===== config.mk =====
export PLATFORM = sky130hd
export DESIGN_NAME = butterfly2_pipe
export DESIGN_NICKNAME = d
export VERILOG_FILES = /design/src/rtl/fft_pkg.sv /design/src/rtl/cmul_round.sv /design/src/rtl/butterfly2_pipe.sv
export SDC_FILE = /design/constraint.sdc
export NUM_CORES = 2
export LEC_CHECK = 0
export BUFFER_PORTS_ARGS = -buffer_cell sky130_fd_sc_hd__buf_2
export CAP_MARGIN = 20
export CORE_AREA = 2 2 429 389
export CTS_CLUSTER_SIZE = 24
export DETAILED_ROUTE_END_ITERATION = 8
export DIE_AREA = 0 0 431 391
export GPL_TIMING_DRIVEN = 0
export PLACE_DENSITY = 0.47
export SYNTH_ARGS = -nofsm -noshare
export SYNTH_HDL_FRONTEND = slang
export SYNTH_SLANG_ARGS = --single-unit

===== constraint.sdc =====
create_clock -name clk -period 23.5 [get_ports clk]
set_input_delay 4.7 -clock clk [delete_from_list [all_inputs] [get_ports clk]]
set_output_delay 4.7 -clock clk [all_outputs]
set_load 0.005 [all_outputs]

===== src/rtl/fft_pkg.sv =====
// Shared FFT definitions: default sample/twiddle widths, the complex sample
// record and the rounding constant used after Q1.(TW-1) multiplies.
package fft_pkg;

   localparam int DW_DEF = 16;
   localparam int TW_DEF = 16;

   // One complex sample at the default data width.
   typedef struct packed {
      logic signed [DW_DEF-1:0] re;
      logic signed [DW_DEF-1:0] im;
   } cplx_t;

   // Half an LSB of a Q1.(tw-1) product: added before the right shift by tw-1.
   function automatic logic signed [63:0] round_const(input int tw);
      round_const = 64'sd1 <<< (tw - 2);
   endfunction

endpackage


===== src/rtl/cmul_round.sv =====
// Registered complex multiply P = W * B with round-half-up to DW+1 bits.
// W is signed Q1.(TW-1); -1.0 (most negative code) is handled exactly.
module cmul_round
   import fft_pkg::*;
#(
   parameter int DW = DW_DEF,
   parameter int TW = TW_DEF
) (
   input  logic          clk,
   input  logic          rst,
   input  logic          en_i,
   input  logic [DW-1:0] br_i,
   input  logic [DW-1:0] bi_i,
   input  logic [TW-1:0] wr_i,
   input  logic [TW-1:0] wi_i,
   output logic [DW:0]   pr_o,
   output logic [DW:0]   pi_o
);

   localparam int MW = DW + TW;
   localparam int PW = DW + TW + 1;
   localparam logic signed [PW-1:0] RND = PW'(round_const(TW));

   logic signed [MW-1:0] m_rr, m_ii, m_ri, m_ir;
   logic signed [PW-1:0] rnd_r, rnd_i;
   logic [DW:0]          pr_d, pi_d, pr_q, pi_q;

   // Full-precision products and sums, then round and keep DW+1 bits.
   always_comb begin
      m_rr  = MW'($signed(br_i)) * MW'($signed(wr_i));
      m_ii  = MW'($signed(bi_i)) * MW'($signed(wi_i));
      m_ri  = MW'($signed(br_i)) * MW'($signed(wi_i));
      m_ir  = MW'($signed(bi_i)) * MW'($signed(wr_i));
      rnd_r = ({m_rr[MW-1], m_rr} - {m_ii[MW-1], m_ii}) + RND;
      rnd_i = ({m_ri[MW-1], m_ri} + {m_ir[MW-1], m_ir}) + RND;
      pr_d  = (DW+1)'(rnd_r >>> (TW - 1));
      pi_d  = (DW+1)'(rnd_i >>> (TW - 1));
   end

   // Product register; holds while the pipeline is stalled.
   always_ff @(posedge clk or negedge rst) begin
      if (!rst) begin
         pr_q <= '0;
         pi_q <= '0;
      end else if (en_i) begin
         pr_q <= pr_d;
         pi_q <= pi_d;
      end
   end

   assign pr_o = pr_q;
   assign pi_o = pi_q;

endmodule


===== src/rtl/butterfly2_pipe.sv =====
// Radix-2 butterfly, 3-stage pipeline: X = A + W*B, Y = A - W*B.
// S1 registers operands, S2 (cmul_round) forms the rounded product,
// S3 adds/subtracts, optionally halves (SCALE=1) and limits to DW bits.
// Define BUTTERFLY2_SAT_EN to clamp outputs and report sat; otherwise the
// outputs wrap and sat stays 0.
// All stages advance together when the output is empty or being taken.
module butterfly2_pipe
   import fft_pkg::*;
#(
   parameter int DW    = DW_DEF,
   parameter int TW    = TW_DEF,
   parameter int SCALE = 0
) (
   input  logic          clk,
   input  logic          rst,
   input  logic          in_valid,
   output logic          in_ready,
   input  logic [DW-1:0] ar,
   input  logic [DW-1:0] ai,
   input  logic [DW-1:0] br,
   input  logic [DW-1:0] bi,
   input  logic [TW-1:0] wr,
   input  logic [TW-1:0] wi,
   output logic          out_valid,
   input  logic          out_ready,
   output logic [DW-1:0] xr,
   output logic [DW-1:0] xi,
   output logic [DW-1:0] yr,
   output logic [DW-1:0] yi,
   output logic          sat
);

   localparam logic signed [DW+1:0] MAXV = {3'b000, {(DW-1){1'b1}}};
   localparam logic signed [DW+1:0] MINV = {3'b111, {(DW-1){1'b0}}};
   localparam logic [DW-1:0]        MAXO = {1'b0, {(DW-1){1'b1}}};
   localparam logic [DW-1:0]        MINO = {1'b1, {(DW-1){1'b0}}};

   logic          en;
   logic          v1_q, v2_q, ov_q;
   logic [DW-1:0] ar1_q, ai1_q, br1_q, bi1_q, ar2_q, ai2_q;
   logic [TW-1:0] wr1_q, wi1_q;
   logic [DW:0]   pr2, pi2;
   logic signed [DW+1:0] sxr, sxi, syr, syi;
   logic [DW:0]   fxr, fxi, fyr, fyi;
   logic [DW-1:0] xr_d, xi_d, yr_d, yi_d, xr_q, xi_q, yr_q, yi_q;
   logic          sat_d, sat_q;

   // Scale and limit one DW+2-bit sum; MSB of the result flags a clamp.
   function automatic logic [DW:0] finish(input logic signed [DW+1:0] s);
      logic signed [DW+1:0] t;
      t = (SCALE != 0) ? (s >>> 1) : s;
`ifdef BUTTERFLY2_SAT_EN
      if (t > MAXV)
         finish = {1'b1, MAXO};
      else if (t < MINV)
         finish = {1'b1, MINO};
      else
         finish = {1'b0, t[DW-1:0]};
`else
      finish = {1'b0, t[DW-1:0]};
`endif
   endfunction

   assign en       = !ov_q || out_ready;
   assign in_ready = en;

   // S1: capture operands (bubbles included) whenever the pipe moves.
   always_ff @(posedge clk or negedge rst) begin
      if (!rst) begin
         v1_q  <= 1'b0;
         ar1_q <= '0;
         ai1_q <= '0;
         br1_q <= '0;
         bi1_q <= '0;
         wr1_q <= '0;
         wi1_q <= '0;
      end else if (en) begin
         v1_q  <= in_valid;
         ar1_q <= ar;
         ai1_q <= ai;
         br1_q <= br;
         bi1_q <= bi;
         wr1_q <= wr;
         wi1_q <= wi;
      end
   end

   cmul_round #(
      .DW(DW),
      .TW(TW)
   ) u_cmul (
      .clk (clk),
      .rst (rst),
      .en_i(en),
      .br_i(br1_q),
      .bi_i(bi1_q),
      .wr_i(wr1_q),
      .wi_i(wi1_q),
      .pr_o(pr2),
      .pi_o(pi2)
   );

   // S2: carry valid and A alongside the product register.
   always_ff @(posedge clk or negedge rst) begin
      if (!rst) begin
         v2_q  <= 1'b0;
         ar2_q <= '0;
         ai2_q <= '0;
      end else if (en) begin
         v2_q  <= v1_q;
         ar2_q <= ar1_q;
         ai2_q <= ai1_q;
      end
   end

   // S3 combinational: A +/- P in DW+2 bits, then scale and limit.
   always_comb begin
      sxr   = {{2{ar2_q[DW-1]}}, ar2_q} + {pr2[DW], pr2};
      sxi   = {{2{ai2_q[DW-1]}}, ai2_q} + {pi2[DW], pi2};
      syr   = {{2{ar2_q[DW-1]}}, ar2_q} - {pr2[DW], pr2};
      syi   = {{2{ai2_q[DW-1]}}, ai2_q} - {pi2[DW], pi2};
      fxr   = finish(sxr);
      fxi   = finish(sxi);
      fyr   = finish(syr);
      fyi   = finish(syi);
      xr_d  = fxr[DW-1:0];
      xi_d  = fxi[DW-1:0];
      yr_d  = fyr[DW-1:0];
      yi_d  = fyi[DW-1:0];
      sat_d = fxr[DW] | fxi[DW] | fyr[DW] | fyi[DW];
   end

   // S3 output register: held stable until downstream takes it.
   always_ff @(posedge clk or negedge rst) begin
      if (!rst) begin
         ov_q  <= 1'b0;
         xr_q  <= '0;
         xi_q  <= '0;
         yr_q  <= '0;
         yi_q  <= '0;
         sat_q <= 1'b0;
      end else if (en) begin
         ov_q  <= v2_q;
         xr_q  <= xr_d;
         xi_q  <= xi_d;
         yr_q  <= yr_d;
         yi_q  <= yi_d;
         sat_q <= sat_d;
      end
   end

   assign out_valid = ov_q;
   assign xr        = xr_q;
   assign xi        = xi_q;
   assign yr        = yr_q;
   assign yi        = yi_q;
   assign sat       = sat_q;

endmodule


==> results.json <==
{
  "status": "finished clean",
  "worst_pin_slew_ps": 1290,
  "regArea_sq_um": 5630,
  "drt_iter0_markers": 2800,
  "critPathMaxFanout": 10,
  "synthCells": 5333,
  "end_kind": "primary output",
  "clk_path_buf_depth": 3,
  "max_clock_freq_mhz": 85.9,
  "hp-class": "reg -> reg",
  "synth_top_area_share_pct": 46.0,
  "cts_made_buffers": 30,
  "routabilityCongestion": 1.03,
  "port_buffers": 165,
  "nets": 7142,
  "vias": 36300,
  "rrSetupSlack_ps": 13760,
  "cp.arrival_ps": 6940,
  "period_minus_slack_ps": 11640,
  "clock_skew_ps": 30.5,
  "antenna_found_initial": 24,
  "drt-total-wl_um": 193000,
  "n_fill_cell": 17300,
  "syn-num-nets": 6906,
  "crit_slowest_cell": "clkbuf_1",
  "core_area_sq_um": 165000,
  "start_util_pct": 29.7,
  "finalSetupViolCount": 0,
  "synth_edf_count": 0,
  "ios": 167,
  "place_inst": 7688,
  "yosysUniqueCellTypes": 61,
  "synth_top_cells_by_area": "fa_1, dfrtp_1, inv_1",
  "wl_per_cell_um": 24.9,
  "clkLatencyLatePin_ps": 650,
  "vias_per_cell": 4.67,
  "syn_area_per_cell_sq_um": 9.18,
  "grt_pass1_wl_um": 279000,
  "crit_start": "out_ready",
  "die_x_um": 431,
  "cp_common_cell": "clkbuf_1",
  "synth_ff_type": "dfrtp_1",
  "hp-start": "ar1_q[5]",
  "layout_common_cells": "inv_1, fa_1, nand2_1",
  "finalMaxSlewViolations": 0,
  "drc": 0,
  "finalCritPeriodShare_pct": 49.5,
  "ys_async_sr_fraction_pct": 100,
  "firstDrtPassIters": 5,
  "stdcell_count": 7761,
  "fin_area_sq_um": 54200,
  "mostFrequentLayoutCell": "inv_1",
  "cts_hold_buf": 0,
  "cts_setup_buffers": 0,
  "root_buffer": "clkbuf_16",
  "ys_ff_latch": 225,
  "htreeDepth": 1,
  "cts_tree": "yes",
  "synth_top_cell_by_area": "fa_1",
  "die_y_um": 391,
  "grt_pass1_vias": 39300,
  "timing.rr.start": "bi1_q[15]",
  "setup-tns-final_ps": 0,
  "clk_pin_slew_ps": 60,
  "drv_cap": 0,
  "path_buf_inv": 6,
  "crit_family": "buffers and inverters",
  "slew_headroom_pct": 14.2,
  "critPathKind": "in -> out",
  "cp-start-kind": "input pin",
  "rsz0062_at_grt": "false",
  "cts_resized": 0,
  "drive_above_1_share_pct": 4.83,
  "die-area_sq_um": 169000,
  "cts_sinks": 225,
  "ys_warn_count": 0,
  "drtAntennaViolNets": 0,
  "crit_path_max_incr_delay_ps": 690,
  "grt_max_degree": 111,
  "track_usage_pct": 23.2,
  "grt_overflow": 0,
  "final_hold_viol_count": 0,
  "rows": 142,
  "synthesis.area_sq_um": 48900,
  "multi_input_area_sq_um": 37400,
  "placed_area_sq_um": 53100,
  "required_ps": 18800,
  "crit_chain": "buf_2, nor2b_1, clkbuf_1, inv_1, clkbuf_1, clkbuf_1, buf_2",
  "syn2layout_area_growth_pct": 10.8,
  "dp_hpwl_um": 162000,
  "ys_seq_area_share_pct": 11.5
}
[synthesized netlist by cell type (2+ instances only)]
master	number
a211oi_1	8
a21o_1	13
a21oi_1	98
a311o_1	2
a31o_2	3
a31oi_1	6
and2_1	437
and3_1	5
buf_1	7
buf_4	3
clkbuf_1	244
dfrtp_1	225
fa_1	1124
ha_1	349
inv_1	1326
nand2_1	982
nand2b_1	36
nand3_1	12
nand4_1	5
nand4b_1	2
nor2_1	73
nor2b_1	49
nor3_1	22
nor3b_1	2
nor4_1	2
o211ai_1	7
o21a_1	12
o21ai_0	68
o21ai_1	5
o21bai_1	12
o22a_1	2
o311ai_0	3
o31ai_1	14
o31ai_4	2
o41a_1	2
or2_2	5
or3_1	12
xnor2_1	106
xor2_1	26
[metal layers]
layer,GRT usage [%],vias up,wire length [um]
li1,-,15800,-
met1,30.8,18900,81600
met5,0,-,62
met3,4.31,357,13300
met2,36.9,1240,86900
met4,10.4,8,11100
[registers in the layout, indices dropped and copies added (netlist names)]
signal and flops:
wr1_q 16, ai1_q 16, u_cmul.pi_o 16, yi 15
ar2_q 16, ar1_q 16, u_cmul.pr_o 16, yr 15
xr 16, bi1_q 16, ai2_q 16, wi1_q 16
v2_q 1, v1_q 1, out_valid 1, br1_q 16
xi 16
[cell type report]
class | count | share of cell area [%]
multi-input cells | 3527 | 68.9
clock buffers | 40 | 1.55
diodes | 10 | 0.0461
repair buffers | 204 | 2.83
inverters | 1327 | 9.18
well taps | 2160 | 4.98
clock inverters | 14 | 0.360
flip-flops and latches | 225 | 10.4
plain buffers | 254 | 1.78
[kinds of logic (layout without fill, tap and decap cells)]
family                   after synthesis  in the layout  synth area share [%]
AND/OR/NAND/NOR                     1646           1646                  15.6
buffers and inverters               1581           1839                  12.1
adder cells (fa/ha/maj)             1473           1473                  54.9
AO/OA/AOI/OAI                        273            273                  3.46
flip-flops                           225            225                  11.5
XOR/XNOR                             132            132                  2.36
multiplexers                           2              2                0.0435
other                                  1             11               0.00766
[worst register-to-register path, stage by stage (launching register included)]
cell      delay (ps)
dfrtp_1          470
clkbuf_1         670
clkbuf_1         660
nand2_1          300
inv_1            740
fa_1             550
inv_1            100
fa_1             430
inv_1             80
fa_1             410
inv_1             90
fa_1             440
fa_1             640
fa_1             460
fa_1             500
inv_1             50
fa_1             470
inv_1             40
ha_1             290
or2_2            300
o31a_1           110
o21ai_0          140
nor2b_1          100
o21ai_0          740
nand2b_1         150
xnor2_1          530
a21oi_1          150
[through the flow]
stage | util (%) | setup slack, ps | hold WS (ps)
5_1_grt | 32.9 | 11710 | 488
2_1_floorplan | - | 13230 | 430
3_5_place_dp | 32.2 | 11820 | 456
3_3_place_gp | 31.9 | 11860 | 444
6_report | 32.9 | 11860 | 465
4_1_cts | 32.8 | 11810 | 469
[path summary, 6_finish.rpt]
check	depth (start not counted)	to
worst min register to register	2	ar1_q[5]
worst min-delay path	2	ar1_q[5]
worst max-delay path	7	in_ready
max in group asynchronous	3	wr1_q[2]
worst max register to register	26	u_cmul.pr_o[3]
min in group asynchronous	1	xr[8]
Power is left out: the tool's default activity adds up to more than one toggle a clock period on the data nets, which glitch-free logic cannot reach.
